$ cat config.mk
export PLATFORM = sky130hd
export DESIGN_NAME = regfile_wport_arbiter
export DESIGN_NICKNAME = d
export VERILOG_FILES = /design/src/rtl/regfile_wport_arbiter_pkg.sv /design/src/rtl/regfile_wport_arbiter.sv
export SDC_FILE = /design/constraint.sdc
export NUM_CORES = 1
export LEC_CHECK = 0
export ABC_AREA = 0
export CAP_MARGIN = 20
export CORE_MARGIN = 1
export CORE_UTILIZATION = 40
export DETAILED_ROUTE_END_ITERATION = 8
export PLACE_DENSITY = 0.8
export REMOVE_ABC_BUFFERS = 1
export SLEW_MARGIN = 20
export SYNTH_ARGS = -nofsm -noshare
export SYNTH_HDL_FRONTEND = slang
export SYNTH_SLANG_ARGS = --single-unit
export TNS_END_PERCENT = 30
$ cat constraint.sdc
create_clock -name i_clock -period 2.4 [get_ports i_clock]
set_clock_uncertainty 0.05 [all_clocks]
set_input_delay 0.36 -clock i_clock [delete_from_list [all_inputs] [get_ports i_clock]]
set_output_delay 0.36 -clock i_clock [all_outputs]
set_load 0.05 [all_outputs]
$ cat src/rtl/regfile_wport_arbiter_pkg.sv
// Shared definitions for the register-file write-port arbiter: default widths,
// arbiter state encoding and the wait-counter width helper.
package regfile_wport_arbiter_pkg;

    localparam int NB_DATA_DEFAULT      = 32;
    localparam int NB_REG_DEFAULT       = 5;
    localparam int STARVE_LIMIT_DEFAULT = 4;
    localparam int NB_STAT_DEFAULT      = 16;

    typedef enum logic [1:0] {
        ST_IDLE  = 2'd0,
        ST_WAIT  = 2'd1,
        ST_STALL = 2'd2
    } arb_state_e;

    // The wait counter must be able to hold STARVE_LIMIT itself without wrapping.
    function automatic int waitCntWidth(input int starveLimit);
        return $clog2(starveLimit + 1);
    endfunction

endpackage

$ cat src/rtl/regfile_wport_arbiter.sv
// Shares the register-file write port between WRITE_BACK (priority, never waits) and
// debug register writes; a starved debug request forces a one-cycle pipeline stall.
module regfile_wport_arbiter
    import regfile_wport_arbiter_pkg::*;
#(
    parameter int NB_DATA      = NB_DATA_DEFAULT,
    parameter int NB_REG       = NB_REG_DEFAULT,
    parameter int STARVE_LIMIT = STARVE_LIMIT_DEFAULT,
    parameter int NB_STAT      = NB_STAT_DEFAULT
) (
    input  logic               i_clock,
    input  logic               i_reset,
    input  logic               i_wb_reg_write,
    input  logic [NB_REG-1:0]  i_wb_selected_reg,
    input  logic [NB_DATA-1:0] i_wb_selected_data,
    input  logic               i_dbg_valid,
    input  logic [NB_REG-1:0]  i_dbg_reg,
    input  logic [NB_DATA-1:0] i_dbg_data,
    output logic               o_dbg_ready,
    output logic               o_pipe_stall,
    output logic               o_rf_write,
    output logic [NB_REG-1:0]  o_rf_addr,
    output logic [NB_DATA-1:0] o_rf_data,
    output logic [NB_STAT-1:0] o_stall_events
);

    localparam int NB_CNT = waitCntWidth(STARVE_LIMIT);
    localparam logic [NB_CNT-1:0] CNT_LAST = NB_CNT'(STARVE_LIMIT - 1);
    localparam logic [NB_CNT-1:0] CNT_MAX  = NB_CNT'(STARVE_LIMIT);

    arb_state_e         state_q, state_d;
    logic [NB_CNT-1:0]  waitCnt_q, waitCnt_d;
    logic [NB_STAT-1:0] stallEvents_q, stallEvents_d;
    logic               rfWrite_q, rfWrite_d;
    logic [NB_REG-1:0]  rfAddr_q, rfAddr_d;
    logic [NB_DATA-1:0] rfData_q, rfData_d;

    logic wbEff;
    logic dbgReady;
    logic dbgBlocked;

    always_comb begin
        wbEff      = i_wb_reg_write && (i_wb_selected_reg != '0);
        dbgReady   = 1'b0;
        if (!i_reset) begin
            dbgReady = (state_q == ST_STALL) ? i_dbg_valid : (i_dbg_valid && !wbEff);
        end
        dbgBlocked = i_dbg_valid && !dbgReady;
    end

    always_comb begin
        state_d       = state_q;
        waitCnt_d     = '0;
        stallEvents_d = stallEvents_q;

        if (dbgBlocked && (waitCnt_q != CNT_MAX)) begin
            waitCnt_d = waitCnt_q + NB_CNT'(1);
        end

        case (state_q)
            ST_IDLE, ST_WAIT: begin
                if (dbgBlocked) begin
                    state_d = (waitCnt_q == CNT_LAST) ? ST_STALL : ST_WAIT;
                end else begin
                    state_d = ST_IDLE;
                end
            end
            ST_STALL: state_d = ST_IDLE;
            default:  state_d = ST_IDLE;
        endcase

        if ((state_d == ST_STALL) && (state_q != ST_STALL) && (stallEvents_q != '1)) begin
            stallEvents_d = stallEvents_q + NB_STAT'(1);
        end
    end

    // In the stall slot the WB entry is frozen upstream and re-presented, so only debug may write.
    always_comb begin
        rfWrite_d = 1'b0;
        rfAddr_d  = rfAddr_q;
        rfData_d  = rfData_q;
        if (state_q == ST_STALL) begin
            if (i_dbg_valid && (i_dbg_reg != '0)) begin
                rfWrite_d = 1'b1;
                rfAddr_d  = i_dbg_reg;
                rfData_d  = i_dbg_data;
            end
        end else if (wbEff) begin
            rfWrite_d = 1'b1;
            rfAddr_d  = i_wb_selected_reg;
            rfData_d  = i_wb_selected_data;
        end else if (dbgReady && (i_dbg_reg != '0)) begin
            rfWrite_d = 1'b1;
            rfAddr_d  = i_dbg_reg;
            rfData_d  = i_dbg_data;
        end
    end

    always_ff @(posedge i_clock) begin
        if (i_reset) begin
            state_q       <= ST_IDLE;
            waitCnt_q     <= '0;
            stallEvents_q <= '0;
        end else begin
            state_q       <= state_d;
            waitCnt_q     <= waitCnt_d;
            stallEvents_q <= stallEvents_d;
        end
    end

    always_ff @(posedge i_clock) begin
        if (i_reset) begin
            rfWrite_q <= 1'b0;
            rfAddr_q  <= '0;
            rfData_q  <= '0;
        end else begin
            rfWrite_q <= rfWrite_d;
            rfAddr_q  <= rfAddr_d;
            rfData_q  <= rfData_d;
        end
    end

    assign o_dbg_ready    = dbgReady;
    assign o_pipe_stall   = (state_q == ST_STALL);
    assign o_rf_write     = rfWrite_q;
    assign o_rf_addr      = rfAddr_q;
    assign o_rf_data      = rfData_q;
    assign o_stall_events = stallEvents_q;

endmodule

==> flow_metrics.py <==
metrics = {
    "synthesis": {
        "synth.cell_area_um2": 2710,
        "seq_area_frac_synth_pct": 43.7,
        "ys_warn_count": 0,
        "syn_avg_cell_area_um2": 9.23,
        "syn_inst": 293,
        "synth.distinct_cells": 42,
        "synth-seq-cells": 59,
    },
    "worst_setup_path": {
        "critPathSlowestCell": "or3_1",
        "cp_num_buf_inv": 2,
        "worst_setup_path_start_kind": "primary input",
        "arrival_ns": 1.91,
        "cpLargestDelayFamily": "simple AND/OR/NAND/NOR gates",
        "cp_data_required_time_ns": 1.99,
        "crit_fanout": 6,
        "crit_path_end_kind": "output pin",
        "critical_path_class": "primary input to output pin",
        "cpPeakStageDelay_ns": 0.42,
        "crit_path_cell_trace": "clkdlybuf4s50_1 > or3_1 > o311a_4 > nor2_2 > buf_12",
    },
    "floorplanning": {
        "die_x_um": 84.2,
        "initial_core_util_pct": 42.1,
        "rows": 29,
        "io-pin-count": 134,
        "die_y_um": 84.2,
        "placeableCoreArea_um2": 6420,
        "die_area_um2": 7100,
    },
    "routing": {
        "ant_nets": 0,
        "routed_wl_um": 7660,
        "drc": 16,
        "num_vias": 2730,
        "drtPass1Iterations": 6,
        "wire_per_inst_um": 14.9,
        "drtIter0Drc": 117,
        "viasPerCell": 5.29,
    },
    "pwr": {
        "combPwrFrac_pct": 23.7,
        "power.total_mw": 2.55,
        "switchingPower_uw": 741,
        "p_int_mw": 1.81,
        "netSwitchingFraction_pct": 29.0,
        "p_leak_nw": 1.79,
        "p_clk_share_pct": 34.9,
        "vdd_drop_max_mv": 0.359,
        "power_density_nw_per_um2": 576,
        "seqPwrFrac_pct": 41.4,
    },
    "clock_tree": {
        "cts_buffers": 9,
        "clock_path_buffers": 2,
        "post_cts_buffers": 0,
        "path_clk_slew_ns": 0.06,
        "cts_tree": "built",
        "clkSinkCount": 59,
        "cts-root-buf": "clkbuf_8",
        "clk_latency_ns": 0.33,
        "hold_buffers": 0,
        "htree_levels": 3,
    },
    "hold_path": {
        "hold_class": "register to register",
    },
    "place": {
        "io_buffers": 133,
        "post_dp_cell_area_um2": 4240,
        "gp_congestion": 0.774,
        "detailed_place_hpwl_um": 5650,
    },
    "sta": {
        "fin_tns_setup_ns": 0,
        "tightest_slew_ns": 0.535,
        "slew_violations": 0,
        "period_needed_ns": 2.32,
        "rsz0062_at_grt": "no",
        "slew_headroom_pct": 64.2,
        "finalHoldViolations": 0,
        "period_share_pct": 96.5,
        "fmax_ghz": 0.432,
        "finalSetupViolations": 0,
    },
    "global_routing": {
        "grt_util_all_layers_pct": 21.5,
        "grt_pass1_wl_um": 12100,
        "antenna_found_initial": 0,
        "grt_pass1_vias": 2521,
        "grt_max_degree": 36,
        "overflow": 0,
        "grt_busiest_layer": "met2",
        "use_met1_pct": 25.4,
        "globalRouteMet3Util_pct": 4.92,
        "grt_use_met2_pct": 36.7,
    },
    "cells_and_area": {
        "diodes": 0,
        "design_area_um2": 4440,
        "final_cell_mix": "clkdlybuf4s50_1 (132), dfxtp_1 (59), a21oi_1 (45)",
        "final_common_cell": "clkdlybuf4s50_1",
        "post-route-util_pct": 69.1,
        "multi_input_area_um2": 1400,
        "n_fill_cell": 522,
        "drive_gt1_share_pct": 9.11,
        "finalNetCount": 516,
        "area_growth_pct": 64.0,
        "final-seq-area_um2": 1180,
    },
    "run": {
        "drv_cap": 0,
    },
    "outcome": {
        "violations": "design-rule violations",
        "status": "finished, violations left",
    },
}
power by group through the flow:
stage	Sequential (mW)	Clock [mW]	Combinational [mW]
after detailed placement	1.08	0	0.604
after global routing	1.06	0.962	0.637
after global placement	1.08	0	0.595
after floorplan	1.25	0	0.131
after CTS	1.06	0.910	0.607
final	1.06	0.891	0.605
synthesized netlist by cell type:
cell	number	area (um^2)
a211o_1	1	8.76
nor4_1	3	18.8
o311a_4	1	21.3
o221ai_2	1	15.0
mux2i_1	36	360
o21ai_0	36	180
and3b_1	1	8.76
o311ai_2	1	16.3
buf_8	1	15.0
o211ai_4	1	21.3
or3_1	9	56.3
xor2_1	1	8.76
a21oi_1	45	225
nand3_1	9	45.0
mux2_1	2	22.5
o21ai_2	1	8.76
clkbuf_1	9	33.8
or4_1	3	22.5
o31ai_1	2	15.0
nor2_1	12	45.0
inv_1	9	33.8
o311ai_0	1	8.76
ha_1	4	50.1
nand2b_1	1	6.26
or4_4	1	11.3
buf_2	5	25.0
buf_4	2	15.0
buf_6	2	22.5
nor2b_1	2	12.5
o21ai_1	9	45.0
nor3_1	2	10.0
o2111ai_1	1	8.76
or2_1	1	6.26
nand2_1	4	15.0
buf_1	1	3.75
and4_1	2	17.5
a211oi_1	3	22.5
o41ai_1	1	8.76
and3_1	3	18.8
dfxtp_1	59	1180
xnor2_1	1	8.76
nand4_1	4	25.0
path summary, 6_finish.rpt:
path / startpoint / to / slack [ns] / cells after the start
setup / recovery: i_wb_selected_reg[0] / o_dbg_ready / 0.08 / 5
hold / removal: waitCnt_q[0]$_SDFF_PP0_ / waitCnt_q[0]$_SDFF_PP0_ / 0.41 / 1
hold reg to reg: waitCnt_q[0]$_SDFF_PP0_ / waitCnt_q[0]$_SDFF_PP0_ / 0.41 / 1
setup reg to reg: o_stall_events[0]$_SDFFE_PP0P_ / o_stall_events[15]$_SDFFE_PP0P_ / 0.24 / 6
registers in the layout (all words and copies together) (netlist names):
| name | count |
|---|---|
| o_rf_addr | 5 |
| waitCnt_q | 3 |
| o_stall_events | 16 |
| o_rf_write | 1 |
| state_q | 2 |
| o_rf_data | 32 |
per-stage QoR:
| stage | hold slack (ns) | instances | worst slack, ns |
|---|---|---|---|
| CTS | 0.411 | 516 | 0.0524 |
| global placement | 0.379 | 500 | 0.0673 |
| finish | 0.406 | 516 | 0.0847 |
| detailed placement | 0.397 | 500 | 0.00882 |
| global route | 0.427 | 516 | 0.0371 |
| floorplan | 0.365 | 273 | -1.07 |
per-layer routing:
metal,routed length (um),up-vias
li1,-,1368
met1,3120,1259
met2,3920,92
met3,480,11
met4,143,0
met5,0,-
cell families (layout without fill, tap and decap cells):
kind of cell,count (synthesis),after routing,share of synthesized area [%]
AOI/OAI and AO/OA,104,104,22.4
DFF,59,59,43.7
muxes,38,38,14.2
adders and majority gates,4,4,1.85
xor gates and xnor gates,2,2,0.648
buffers and inverters,29,175,5.50
and+or+nand+nor,57,57,11.8
what timing repair did:
| item | CTS | global route |
|---|---|---|
| resized for setup | 0 | 1 |
| setup endpoints to repair | 0 | 1 |
| endpoints found under the hold margin | 0 | 0 |
worst reg2reg max path, cell delays in order (launching register included):
cell	delay [ns]
dfxtp_1	0.39
ha_1	0.26
nand3_1	0.14
or2_1	0.29
nor3_1	0.47
nor4_1	0.13
mux2_1	0.32
final cells by class:
class,count,share of cell area [%]
multi-input combinational,205,31.5
timing repair buffer,150,34.5
clock buffer,11,3.19
sequential,59,26.6
inverter,9,0.762
clock inverter,5,1.18
tap,77,2.17
Note: power is estimated with default switching activity, not from simulation.
